==> src/rtl/phys_reg_release_queue.sv <==
// Commit-side release queue feeding the phys reg free list enqueue port.
// In-order FIFO of released tags; tag 0 is never freed.
package core_types_pkg;
  localparam int PHYS_REG_TAG_WIDTH = 6;
  typedef logic [PHYS_REG_TAG_WIDTH-1:0] phys_reg_tag_t;
endpackage

module phys_reg_release_queue
  import core_types_pkg::*;
#(
  parameter int RQ_DEPTH     = 4,
  parameter int LOG_RQ_DEPTH = 2
) (
  input  logic                    CLK,
  input  logic                    RST,
  output logic                    DUT_error,
  input  logic                    commit_valid,
  input  phys_reg_tag_t           commit_phys_reg_tag,
  output logic                    commit_ready,
  input  logic                    free_list_full,
  output logic                    enqueue_valid,
  output phys_reg_tag_t           enqueue_phys_reg_tag,
  output logic [LOG_RQ_DEPTH:0]   occupancy,
  output logic                    empty
);

  typedef logic [LOG_RQ_DEPTH:0] ptr_t;

  phys_reg_tag_t tag_q [RQ_DEPTH];
  ptr_t          head_q, head_d;
  ptr_t          tail_q, tail_d;
  logic          error_q, error_d;

  logic          full;
  logic          tag_nz;
  logic          accept;
  logic          drain;

  assign full = (head_q[LOG_RQ_DEPTH-1:0] == tail_q[LOG_RQ_DEPTH-1:0]) &&
                (head_q[LOG_RQ_DEPTH] != tail_q[LOG_RQ_DEPTH]);

  assign occupancy    = tail_q - head_q;
  assign empty        = (occupancy == '0);
  assign commit_ready = ~full;

  assign tag_nz = (commit_phys_reg_tag != '0);
  assign accept = commit_valid & ~full & tag_nz;
  assign drain  = ~empty & ~free_list_full;

  assign enqueue_valid        = drain;
  assign enqueue_phys_reg_tag = tag_q[head_q[LOG_RQ_DEPTH-1:0]];
  assign DUT_error            = error_q;

  always_comb begin
    head_d  = head_q;
    tail_d  = tail_q;
    error_d = commit_valid & full & tag_nz;
    if (accept) tail_d = tail_q + ptr_t'(1);
    if (drain)  head_d = head_q + ptr_t'(1);
  end

  always_ff @(posedge CLK or posedge RST) begin
    if (RST) begin
      head_q  <= '0;
      tail_q  <= '0;
      error_q <= 1'b0;
    end else begin
      head_q  <= head_d;
      tail_q  <= tail_d;
      error_q <= error_d;
    end
  end

  // storage is cleared so the idle enqueue tag reads 0 out of reset
  always_ff @(posedge CLK or posedge RST) begin
    if (RST) begin
      for (int i = 0; i < RQ_DEPTH; i++) tag_q[i] <= '0;
    end else if (accept) begin
      tag_q[tail_q[LOG_RQ_DEPTH-1:0]] <= commit_phys_reg_tag;
    end
  end

endmodule

==> config.mk <==
export PLATFORM = sky130hd
export DESIGN_NAME = phys_reg_release_queue
export DESIGN_NICKNAME = d
export VERILOG_FILES = /design/src/rtl/phys_reg_release_queue.sv
export SDC_FILE = /design/constraint.sdc
export NUM_CORES = 1
export LEC_CHECK = 0
export ABC_AREA = 1
export BUFFER_PORTS_ARGS = -buffer_cell sky130_fd_sc_hd__buf_2
export CORE_MARGIN = 4
export CORE_UTILIZATION = 60
export DETAILED_ROUTE_END_ITERATION = 8
export PLACE_DENSITY = 0.83
export SYNTH_ARGS = -nofsm -noshare
export SYNTH_HDL_FRONTEND = slang
export SYNTH_SLANG_ARGS = --single-unit
export TNS_END_PERCENT = 50
==> constraint.sdc <==
create_clock -name CLK -period 3.4 [get_ports CLK]
set_input_delay 0.68 -clock CLK [delete_from_list [all_inputs] [get_ports CLK]]
set_output_delay 0.68 -clock CLK [all_outputs]
set_load 0.02 [all_outputs]
==> impl_table.tex, run 1 <==
\begin{tabular}{lr}
\hline
Metric & Value \\
\hline
\multicolumn{2}{l}{\textbf{Final layout}} \\
Ratio of cells with drive above 1 in the final layout & 15.49\% \\
Number of diodes & 0 \\
Total Nets Final & 243 \\
Number of non-filler instances in the completed layout & 256 \\
Area growth syn-to-layout & 9.909\% \\
Filler cell count in the final layout & 214 \\
\multicolumn{2}{l}{\textbf{Clock tree}} \\
Worst-path clk slew & 0.09 ns \\
Clock root cell & clkbuf\_4 \\
Number of levels in the clock H-tree & 2 \\
Number of clock sinks & 31 \\
Number of hold buffers added after CTS & 0 \\
CTS Buf Count & 5 \\
Bufs on Longest Clock Path & 2 \\
CTS-repair resized insts & 0 \\
Clock tree from TritonCTS & done \\
Latest clock arrival within the worst-skew pair & 0.32 ns \\
Buffer count from post-CTS setup fixing & 0 \\
\multicolumn{2}{l}{\textbf{Pwr}} \\
Total power density per cell area & 1124 nW/µm² \\
Post-layout total power & 0.002028 W \\
Leakage power & 0.9971 nW \\
Internal power & 0.001003 W \\
Part of the total power dissipated in the clock network & 10.1\% \\
Net switching power figure & 0.001025 W \\
Comb power frac & 55.9\% \\
Worst VDD drop & 0.7641 mV \\
Switching part of the total & 50.55\% \\
Sequential cell fraction of total power & 34.0\% \\
\multicolumn{2}{l}{\textbf{Synth}} \\
Async set-reset flop share out of synthesis & 100.0\% \\
Cell area after synthesis & 1642 µm² \\
Mean area per synthesized cell & 8.167 µm² \\
Number of synthesized flops with an enable pin & 0 \\
Synth Register Bits & 31 \\
Cell variety after synth & 20 \\
Top cell types by occurrence after synthesis & 64 x nand2\_1, 31 x dfrtp\_1, 30 x nand3\_1 \\
Cell accounting for the most synthesized area & dfrtp\_1 \\
Fraction of synthesized cell area taken by the top area cell type & 47.26\% \\
Cell count after synthesis & 201 \\
Top cells by area, synth & dfrtp\_1 47\%, nand2\_1 15\%, nand3\_1 9.1\%, ha\_1 5.3\%, o21ai\_0 4.3\% \\
Share of the yosys chip area belonging to registers & 47.26\% \\
Net count after synthesis & 219 \\
Number of warnings printed during yosys synthesis & 0 \\
Dominant register cell in the synthesized netlist & dfrtp\_1 \\
Most frequent cell after synthesis & nand2\_1 \\
\multicolumn{2}{l}{\textbf{Worst setup path}} \\
Cell-by-cell trace of the critical path & ha\_1 -> fa\_1 -> nand2\_1 -> inv\_1 -> nand3\_1 -> nand2\_1 -> inv\_1 -> buf\_2 \\
Buf+Inv Stages, Crit Path & 3 \\
Arrival time of data at the critical path endpoint & 2.30 ns \\
Peak per-stage delay on the critical path & 0.56 ns \\
Master of the slowest instance on the critical path & dfrtp\_1 \\
Largest fanout of any net on the critical path & 16 \\
Type of element capturing the critical path & output port \\
Crit path max-delay family & adder cells \\
Class of the most critical setup path & register to output port \\
Worst Setup Start Kind & register \\
Required time of the worst setup path & 2.72 ns \\
\multicolumn{2}{l}{\textbf{Timing}} \\
Number of setup violations in the final report & 0 \\
Ratio of final minimum period to clock period & 87.52\% \\
Unrepaired setup endpoints after global routing & false \\
Final sum of negative setup slack & 0 ns \\
Worst-Margin Slew & 1.145 ns \\
Number of failing hold endpoints at the final stage & 0 \\
Worst path setup slack after routing & 0.4242 ns \\
Worst slew margin relative to its limit & 23.58\% \\
Final clock skew & 0.008512 ns \\
Final min period & 2.976 ns \\
Number of slew-limit violations in the final report & 0 \\
Achievable clock frequency & 336.0 MHz \\
\multicolumn{2}{l}{\textbf{Die}} \\
I/O pin cnt & 23 \\
Num rows & 18 \\
Starting Density & 64.50\% \\
CORE AREA & 2545 µm² \\
Die Y-Extent & 60.31 µm \\
Die Width & 60.31 µm \\
Die Area & 3637 µm² \\
\multicolumn{2}{l}{\textbf{Routing}} \\
Number of vias per cell after detailed routing & 5.777 \\
First-pass DRT Iterations & 4 \\
Antenna-violating nets left & 0 \\
Via count & 1,479 \\
WL/cell & 15.18 µm \\
Number of DRC violations after detailed-routing iteration 0 & 63 \\
DRC errors left & 0 \\
Post-detailed-routing wire length & 3887 µm \\
\multicolumn{2}{l}{\textbf{Global route}} \\
Initial antenna violation count & 0 \\
Overall track demand over capacity in global routing & 23.12\% \\
Via count of the first global-routing pass & 1,389 \\
Global-route wire length before repair & 6216 µm \\
Maximum number of pins on one net before global-route repair & 32 \\
Residual overflow from global routing & 0 \\
\multicolumn{2}{l}{\textbf{Placement}} \\
Total of buffers placed on input and output ports & 22 \\
HPWL after detailed placement & 2766 µm \\
GP Congestion & 0.8830 \\
Setup slack at placement & 0.7653 ns \\
Cell total after placement & 248 \\
\multicolumn{2}{l}{\textbf{Outcome}} \\
Status & complete, no violations \\
\multicolumn{2}{l}{\textbf{Flow run}} \\
Max-cap violations & 0 \\
\multicolumn{2}{l}{\textbf{Min path}} \\
Min-delay worst type & register to register \\
\hline
\end{tabular}
## final timing paths
path | start | endpoint | slack (ns) | cells after the start
setup / recovery | head_q[0]$_DFFE_PP0P_ | enqueue_valid | 0.42 | 8
hold / removal | tag_q[7]$_DFFE_PP0P_ | tag_q[7]$_DFFE_PP0P_ | 0.49 | 2
setup reg to reg | head_q[1]$_DFFE_PP0P_ | tag_q[3]$_DFFE_PP0P_ | 1.20 | 7
hold reg to reg | tag_q[7]$_DFFE_PP0P_ | tag_q[7]$_DFFE_PP0P_ | 0.49 | 2
max in group asynchronous | RST | tag_q[23]$_DFFE_PP0P_ | 2.07 | 2
min in group asynchronous | RST | tag_q[5]$_DFFE_PP0P_ | 0.63 | 2
## power by group through the flow
stage / logic [W] / clock network, W / registers [W]
3_3_place_gp: 0.00108 / 0 / 0.000678
6_report: 0.00113 / 0.000204 / 0.000690
4_1_cts: 0.00112 / 0.000205 / 0.000683
5_1_grt: 0.00125 / 0.000220 / 0.000707
2_1_floorplan: 0.000860 / 0 / 0.000638
3_5_place_dp: 0.00112 / 0 / 0.000691
## metal layers
layer,vias to the layer above,track usage (%),wire length [µm]
met5,-,0,0
met4,0,7.911,22
met3,2,6.911,276
met2,58,34.88,1810
met1,711,31.82,1778
li1,708,-,-
## final cells by class
class	instances	area [µm²]	share of cell area (%)
Clock inverter	1	5.005	0.2774
Multi-Input combinational cell	151	778.2	43.13
Inverter	14	52.55	2.913
Sequential cell	31	775.7	43.00
Tap cell	30	37.54	2.080
Clock buffer	7	45.04	2.497
Timing Repair Buffer	22	110.1	6.103
## worst register-to-register path: cells and delay by family (launching register included)
family | cells | cell delay, ns
AND/OR/NAND/NOR | 5 | 1.00
buffers and inverters | 1 | 0.20
adder cells (fa/ha/maj) | 1 | 0.33
flip-flops | 1 | 0.56
## placed cells by master (no fill, tap or decap)
cell	n
buf_2	22
clkbuf_1	2
clkbuf_4	5
clkinv_2	1
dfrtp_1	31
fa_1	1
ha_1	7
inv_1	14
nand2_1	64
nand2_2	3
nand2_4	1
nand3_1	30
nand3_2	1
nand3b_1	1
nand4_1	4
nor2_1	16
nor2_4	1
nor2_8	1
o21ai_0	14
o22ai_1	6
xor2_1	1
## flip-flops by register name, summed over array words and instances, names as in the netlist
signal	flops
head_q	3
DUT_error	1
tag_q	24
tail_q	3
## cell families after synthesis
kind of cell    count (synthesis)  share of synthesized area, %
simple gates                  122                         33.77
fa+ha+maj                       8                         6.555
flops                          31                         47.26
buf+inv                        19                         5.335
compound gates                 20                         6.555
xor+xnor                        1                        0.5336
## through the flow
step | util (%) | hold WS [ns] | instance area [µm²]
floorplan | - | 0.4438 | 1642
global placement | 68.93 | 0.4580 | 1754
detailed placement | 68.93 | 0.4601 | 1754
CTS | 70.89 | 0.4832 | 1804
global route | 70.89 | 0.4946 | 1804
finish | 70.89 | 0.4861 | 1804
No activity file was read; power rests on OpenSTA's default activity.
==> run 2, diff against run 1 <==
BUFFER_PORTS_ARGS = unset   (was -buffer_cell sky130_fd_sc_hd__buf_2)
DONT_BUFFER_PORTS = 1   (was unset)
PLACE_DENSITY = 0.76   (was 0.83)
clock period = 3.7 ns   (was 3.4 ns; I/O delays follow)
==> run 2 against run 1 <==
Clock skew increased by 0.0012 ns; count of clock-buffer cells in the layout decreased by 1; critical path type unchanged; cell count decreased by 8.6%; largest cell class unchanged; flip-flop and latch count unchanged; power decreased by 9.5%.
==> impl_table.tex, run 2 (synthesized netlist as in run 1, its figures left out) <==
\begin{tabular}{lr}
\hline
Metric & Value \\
\hline
\multicolumn{2}{l}{\textbf{Worst setup path}} \\
Arrival time of data at the critical path endpoint & 2.24 ns \\
FF-to-FF path depth & 7 \\
Type of element capturing the critical path & output port \\
Largest fanout of any net on the critical path & 16 \\
Critical R2R Launch & head\_q[1]\$\_DFFE\_PP0P\_ \\
Required time of the worst setup path & 2.96 ns \\
Worst Setup Start Kind & register \\
Class of the most critical setup path & register to output port \\
Critical register-to-register path endpoint & tag\_q[0]\$\_DFFE\_PP0P\_ \\
Setup slack on the worst flop-to-flop path & 1.26 ns \\
\multicolumn{2}{l}{\textbf{Timing}} \\
Final clock skew & 0.009666 ns \\
Hold slack final & 0.4841 ns \\
Unrepaired setup endpoints after global routing & false \\
Number of slew-limit violations in the final report & 0 \\
Final sum of negative setup slack & 0 ns \\
Worst slew margin relative to its limit & 23.88\% \\
Number of failing hold endpoints at the final stage & 0 \\
Number of setup violations in the final report & 0 \\
Final min period & 2.984 ns \\
Ratio of final minimum period to clock period & 80.65\% \\
Achievable clock frequency & 335.1 MHz \\
Worst-Margin Slew & 1.141 ns \\
\multicolumn{2}{l}{\textbf{Global route}} \\
Overall track demand over capacity in global routing & 24.71\% \\
Initial antenna violation count & 0 \\
Maximum number of pins on one net before global-route repair & 32 \\
Via count of the first global-routing pass & 1,358 \\
Met3 Usage GRT & 7.991\% \\
Global Route met2 Usage & 37.19\% \\
Met1 Use GR & 33.10\% \\
Residual overflow from global routing & 0 \\
Top Usage Layer GRT & met2 \\
Global-route wire length before repair & 6437 µm \\
\multicolumn{2}{l}{\textbf{Clock tree}} \\
Buffer count from post-CTS setup fixing & 0 \\
CTS-repair resized insts & 0 \\
Number of hold buffers added after CTS & 0 \\
CTS Buf Count & 5 \\
Number of levels in the clock H-tree & 2 \\
Clock tree from TritonCTS & done \\
Bufs on Longest Clock Path & 2 \\
Clock root cell & clkbuf\_4 \\
Latest clock arrival within the worst-skew pair & 0.34 ns \\
Number of clock sinks & 31 \\
Worst-path clk slew & 0.10 ns \\
\multicolumn{2}{l}{\textbf{Die}} \\
I/O pin cnt & 23 \\
Die Y-Extent & 60.31 µm \\
Die Width & 60.31 µm \\
Die Area & 3637 µm² \\
Num rows & 18 \\
CORE AREA & 2545 µm² \\
Starting Density & 64.50\% \\
\multicolumn{2}{l}{\textbf{Routing}} \\
Number of DRC violations after detailed-routing iteration 0 & 85 \\
Post-detailed-routing wire length & 3860 µm \\
Via count & 1,411 \\
WL/cell & 16.50 µm \\
First-pass DRT Iterations & 4 \\
DRC errors left & 0 \\
Antenna-violating nets left & 0 \\
Number of vias per cell after detailed routing & 6.030 \\
\multicolumn{2}{l}{\textbf{Placement}} \\
Total of buffers placed on input and output ports & 0 \\
GP Congestion & 0.8740 \\
HPWL after detailed placement & 2665 µm \\
\multicolumn{2}{l}{\textbf{Final layout}} \\
Area of combinational cells with multiple inputs & 778.2 µm² \\
Number of diodes & 0 \\
Ratio of cells with drive above 1 in the final layout & 7.353\% \\
Leading registers by flop count & tag\_q (24), head\_q (3), tail\_q (3) \\
Most common cell after layout, fill and taps aside & nand2\_1 \\
Area growth syn-to-layout & 5.412\% \\
Total Nets Final & 221 \\
Filler cell count in the final layout & 213 \\
Max FFs per register & 24 \\
Commonest non-fill, non-tap cells in the layout & 64 x nand2\_1, 31 x dfrtp\_1, 30 x nand3\_1, 16 x nor2\_1 \\
Sequential standard cell area & 775.7 µm² \\
Biggest register & tag\_q \\
\multicolumn{2}{l}{\textbf{Flow run}} \\
Max-cap violations & 0 \\
\multicolumn{2}{l}{\textbf{Min path}} \\
Hold depth & 2 \\
Min-delay worst type & register to register \\
WHS Endpoint & tag\_q[1]\$\_DFFE\_PP0P\_ \\
Critical hold path startpoint & tag\_q[1]\$\_DFFE\_PP0P\_ \\
\multicolumn{2}{l}{\textbf{Pwr}} \\
Worst VDD drop & 0.8268 mV \\
Leakage power & 0.9249 nW \\
Total power density per cell area & 1061 nW/µm² \\
\multicolumn{2}{l}{\textbf{Outcome}} \\
Status & complete, no violations \\
\hline
\end{tabular}
run 2: cell types whose count changed in the layout (fill, tap and decap cells not counted):
| cell | change |
|---|---|
| buf_2 | -22 |
| bufinv_16 | +1 |
| clkbuf_1 | -2 |
| clkbuf_8 | +1 |
run 2: worst max path at each step:
| stage | startpoint | to | slack, ns | depth (start not counted) |
|---|---|---|---|---|
| final | head_q[0]$_DFFE_PP0P_ | enqueue_valid | 0.72 | 7 |
| after global routing | head_q[0]$_DFFE_PP0P_ | enqueue_valid | 0.51 | 7 |
| after CTS | head_q[0]$_DFFE_PP0P_ | enqueue_valid | 0.72 | 7 |
| after detailed placement | head_q[0]$_DFFE_PP0P_ | enqueue_valid | 1.09 | 7 |
| after global placement | head_q[0]$_DFFE_PP0P_ | enqueue_valid | 1.16 | 7 |
| after floorplan | tail_q[0]$_DFFE_PP0P_ | enqueue_valid | 1.38 | 8 |
run 2: per-layer routing:
layer / vias up / share of wire, %
li1: 664 / -
met1: 675 / 41
met2: 64 / 47
met3: 8 / 9.8
met4: 0 / 1.5
met5: - / 0
run 2: per-stage QoR:
stage / util, % / instances / setup slack, ns / power [W] / area [µm²]
floorplan: - / 201 / 1.381 / 0.001376 / 1642
global placement: 64.60 / 226 / 1.158 / 0.001506 / 1644
detailed placement: 64.60 / 226 / 1.092 / 0.001556 / 1644
CTS: 67.99 / 234 / 0.7158 / 0.001837 / 1730
global route: 67.99 / 234 / 0.5055 / 0.001995 / 1730
finish: 67.99 / 234 / 0.7161 / 0.001836 / 1730
run 2: critical path, stage by stage, from the launching register on:
cell and delay [ns]:
dfrtp_1 0.56, ha_1 0.31, fa_1 0.50, nand2_1 0.05
inv_1 0.05, nand3_1 0.15, nand2_1 0.16, inv_1 0.13
run 2: area by class of cell:
class                   count  share of cell area (%)
flip-flops and latches     31                   44.83
clock buffers               6                   2.965
well taps                  30                   2.169
inverters                  14                   3.037
clock inverters             2                   2.025
multi-input cells         151                   44.97
run 2: power by group:
part	internal (W)	switching [W]
registers	0.000495	0.000143
logic	0.000266	0.000651
clock network	0.000160	0.000122
total	0.000921	0.000916
==> run 3, diff against run 2 <==
CORE_UTILIZATION = 56   (was 60)
PLACE_DENSITY = 0.74   (was 0.76)
clock period = 2.5 ns   (was 3.7 ns; I/O delays follow)
==> run 3 against run 2 <==
Critical path type unchanged; largest cell class unchanged; via count grew 0.85%; non-clock buffer count up 8; flip-flop and latch count did not move; power grew 52%.
==> impl_table.tex, run 3 (synthesized netlist as in run 1, its figures left out) <==
\begin{tabular}{lr}
\hline
Metric & Value \\
\hline
\multicolumn{2}{l}{\textbf{Placement}} \\
Area of placed instances & 1690 µm² \\
GP Congestion & 0.8340 \\
Total of buffers placed on input and output ports & 0 \\
Cell total after placement & 233 \\
HPWL after detailed placement & 2727 µm \\
Setup slack at placement & 0.2582 ns \\
\multicolumn{2}{l}{\textbf{Clock tree}} \\
CTS Buf Count & 5 \\
Bufs on Longest Clock Path & 2 \\
Clock root cell & clkbuf\_4 \\
Worst-path clk slew & 0.09 ns \\
Clock tree from TritonCTS & done \\
Number of levels in the clock H-tree & 2 \\
Latest clock arrival within the worst-skew pair & 0.32 ns \\
Number of hold buffers added after CTS & 0 \\
Number of clock sinks & 31 \\
\multicolumn{2}{l}{\textbf{Final layout}} \\
Number of diodes & 0 \\
Biggest register & tag\_q \\
Most common cell after layout, fill and taps aside & nand2\_1 \\
Number of non-filler instances in the completed layout & 242 \\
Sequential standard cell area & 777.0 µm² \\
Area growth syn-to-layout & 9.070\% \\
Finished Core Util & 64.37\% \\
Commonest non-fill, non-tap cells in the layout & 63 x nand2\_1, 30 x dfrtp\_1, 28 x nand3\_1, 16 x nor2\_1, 14 x o21ai\_0 \\
Filler cell count in the final layout & 239 \\
Max FFs per register & 24 \\
Leading registers by flop count & tag\_q (24), head\_q (3), tail\_q (3) \\
Total Nets Final & 229 \\
Ratio of cells with drive above 1 in the final layout & 14.22\% \\
Final instance area & 1790 µm² \\
Area of combinational cells with multiple inputs & 803.3 µm² \\
\multicolumn{2}{l}{\textbf{Worst setup path}} \\
FF-to-FF path depth & 7 \\
Buf+Inv Stages, Crit Path & 3 \\
Peak per-stage delay on the critical path & 0.50 ns \\
Worst Setup Start Kind & register \\
Most common cell on crit path & inv\_2 \\
Required time of the worst setup path & 2.00 ns \\
Crit path max-delay family & adder cells \\
Setup slack on the worst flop-to-flop path & 0.53 ns \\
Type of element capturing the critical path & output port \\
Cell-by-cell trace of the critical path & inv\_2 -> ha\_1 -> fa\_1 -> nand2\_1 -> inv\_2 -> nand3\_4 -> nand2\_4 -> inv\_4 \\
Critical register-to-register path endpoint & tag\_q[9]\$\_DFFE\_PP0P\_ \\
Critical R2R Launch & head\_q[1]\$\_DFFE\_PP0P\_ \\
Master of the slowest instance on the critical path & fa\_1 \\
Largest fanout of any net on the critical path & 4 \\
Arrival time of data at the critical path endpoint & 1.91 ns \\
Class of the most critical setup path & register to output port \\
Timing startpoint of the critical path & tail\_q[0]\$\_DFFE\_PP0P\_ \\
\multicolumn{2}{l}{\textbf{Routing}} \\
DRC errors left & 0 \\
First-pass DRT Iterations & 4 \\
WL/cell & 16.71 µm \\
Post-detailed-routing wire length & 4044 µm \\
Number of vias per cell after detailed routing & 5.880 \\
Via count & 1,423 \\
Antenna-violating nets left & 0 \\
Number of DRC violations after detailed-routing iteration 0 & 136 \\
\multicolumn{2}{l}{\textbf{Timing}} \\
Final min period & 2.407 ns \\
Final sum of negative setup slack & 0 ns \\
Number of failing hold endpoints at the final stage & 0 \\
Unrepaired setup endpoints after global routing & false \\
Worst slew margin relative to its limit & 64.52\% \\
Worst path setup slack after routing & 0.09330 ns \\
Ratio of final minimum period to clock period & 96.27\% \\
Achievable clock frequency & 415.5 MHz \\
Worst-Margin Slew & 0.5401 ns \\
Number of setup violations in the final report & 0 \\
Number of slew-limit violations in the final report & 0 \\
Final clock skew & 0.005188 ns \\
\multicolumn{2}{l}{\textbf{Pwr}} \\
Total power density per cell area & 1557 nW/µm² \\
Comb power frac & 57.5\% \\
Part of the total power dissipated in the clock network & 10.5\% \\
Net switching power figure & 0.001430 W \\
Sequential cell fraction of total power & 32.0\% \\
Switching part of the total & 51.30\% \\
Worst VDD drop & 1.534 mV \\
Internal power & 0.001357 W \\
Leakage power & 0.9468 nW \\
\multicolumn{2}{l}{\textbf{Global route}} \\
Via count of the first global-routing pass & 1,402 \\
Residual overflow from global routing & 0 \\
Met1 Use GR & 30.56\% \\
Met3 Usage GRT & 7.207\% \\
Overall track demand over capacity in global routing & 22.46\% \\
Top Usage Layer GRT & met2 \\
Global-route wire length before repair & 6934 µm \\
Global Route met2 Usage & 32.77\% \\
Maximum number of pins on one net before global-route repair & 32 \\
Initial antenna violation count & 0 \\
\multicolumn{2}{l}{\textbf{Min path}} \\
Min-delay worst type & input port to async pin \\
\multicolumn{2}{l}{\textbf{Die}} \\
Num rows & 19 \\
CORE AREA & 2781 µm² \\
Die Y-Extent & 62.14 µm \\
Starting Density & 59.02\% \\
Die Area & 3861 µm² \\
Die Width & 62.14 µm \\
I/O pin cnt & 23 \\
\multicolumn{2}{l}{\textbf{Flow run}} \\
Max-cap violations & 0 \\
\multicolumn{2}{l}{\textbf{Outcome}} \\
Status & complete, no violations \\
\hline
\end{tabular}
## run 3: cell count changes in the layout (fill, tap and decap cells not counted)
cell,previous run,this run
nand3_4,0,1
bufinv_16,1,0
nand3_1,30,28
nand2_4,1,2
nand2_1,64,63
nand3_2,1,2
buf_4,0,8
dfrtp_2,0,1
dfrtp_1,31,30
inv_2,0,3
inv_1,14,10
inv_4,0,1
## run 3: power groups by stage
stage | Combinational, W | Clock, W | Sequential [W]
6_report | 0.00160 | 0.000292 | 0.000893
5_1_grt | 0.00178 | 0.000332 | 0.000922
4_1_cts | 0.00150 | 0.000303 | 0.000887
3_5_place_dp | 0.00148 | 0 | 0.000896
3_3_place_gp | 0.00142 | 0 | 0.000883
2_1_floorplan | 0.00117 | 0 | 0.000867
## run 3: repair_timing
item / CTS / global route
setup endpoints to repair: 2 / 3
setup buffers: 0 / 2
gates resized for setup: 3 / 8
pin swaps: 0 / 1
## run 3: stage by stage
| step | total power (W) | hold slack (ns) |
|---|---|---|
| 5_1_grt | 0.003034 | 0.1574 |
| 6_report | 0.002787 | 0.1269 |
| 2_1_floorplan | 0.002037 | 0.4438 |
| 4_1_cts | 0.002691 | 0.1412 |
| 3_5_place_dp | 0.002373 | 0.4610 |
| 3_3_place_gp | 0.002305 | 0.4564 |
## run 3: layout make-up
class,instances,share of cell area (%)
Clock buffer,6,2.865
Clock inverter,1,0.2795
Inverter,14,3.075
Multi-Input combinational cell,151,44.86
Sequential cell,31,43.40
Tap cell,31,2.166
Timing Repair Buffer,8,3.354
## run 3: worst max-delay path by stage
stage	cells past startpoint	endpoint
floorplan	8	enqueue_valid
global placement	8	enqueue_valid
detailed placement	8	enqueue_valid
CTS	8	enqueue_valid
global route	8	enqueue_valid
finish	8	enqueue_valid
## run 3: metal layers
layer / part of all wire, % / wire length, µm / vias to the layer above
met5: 0 / 0 / -
met2: 47 / 1917 / 63
met1: 41 / 1678 / 677
met3: 9.6 / 390 / 6
li1: - / - / 677
met4: 1.4 / 58 / 0
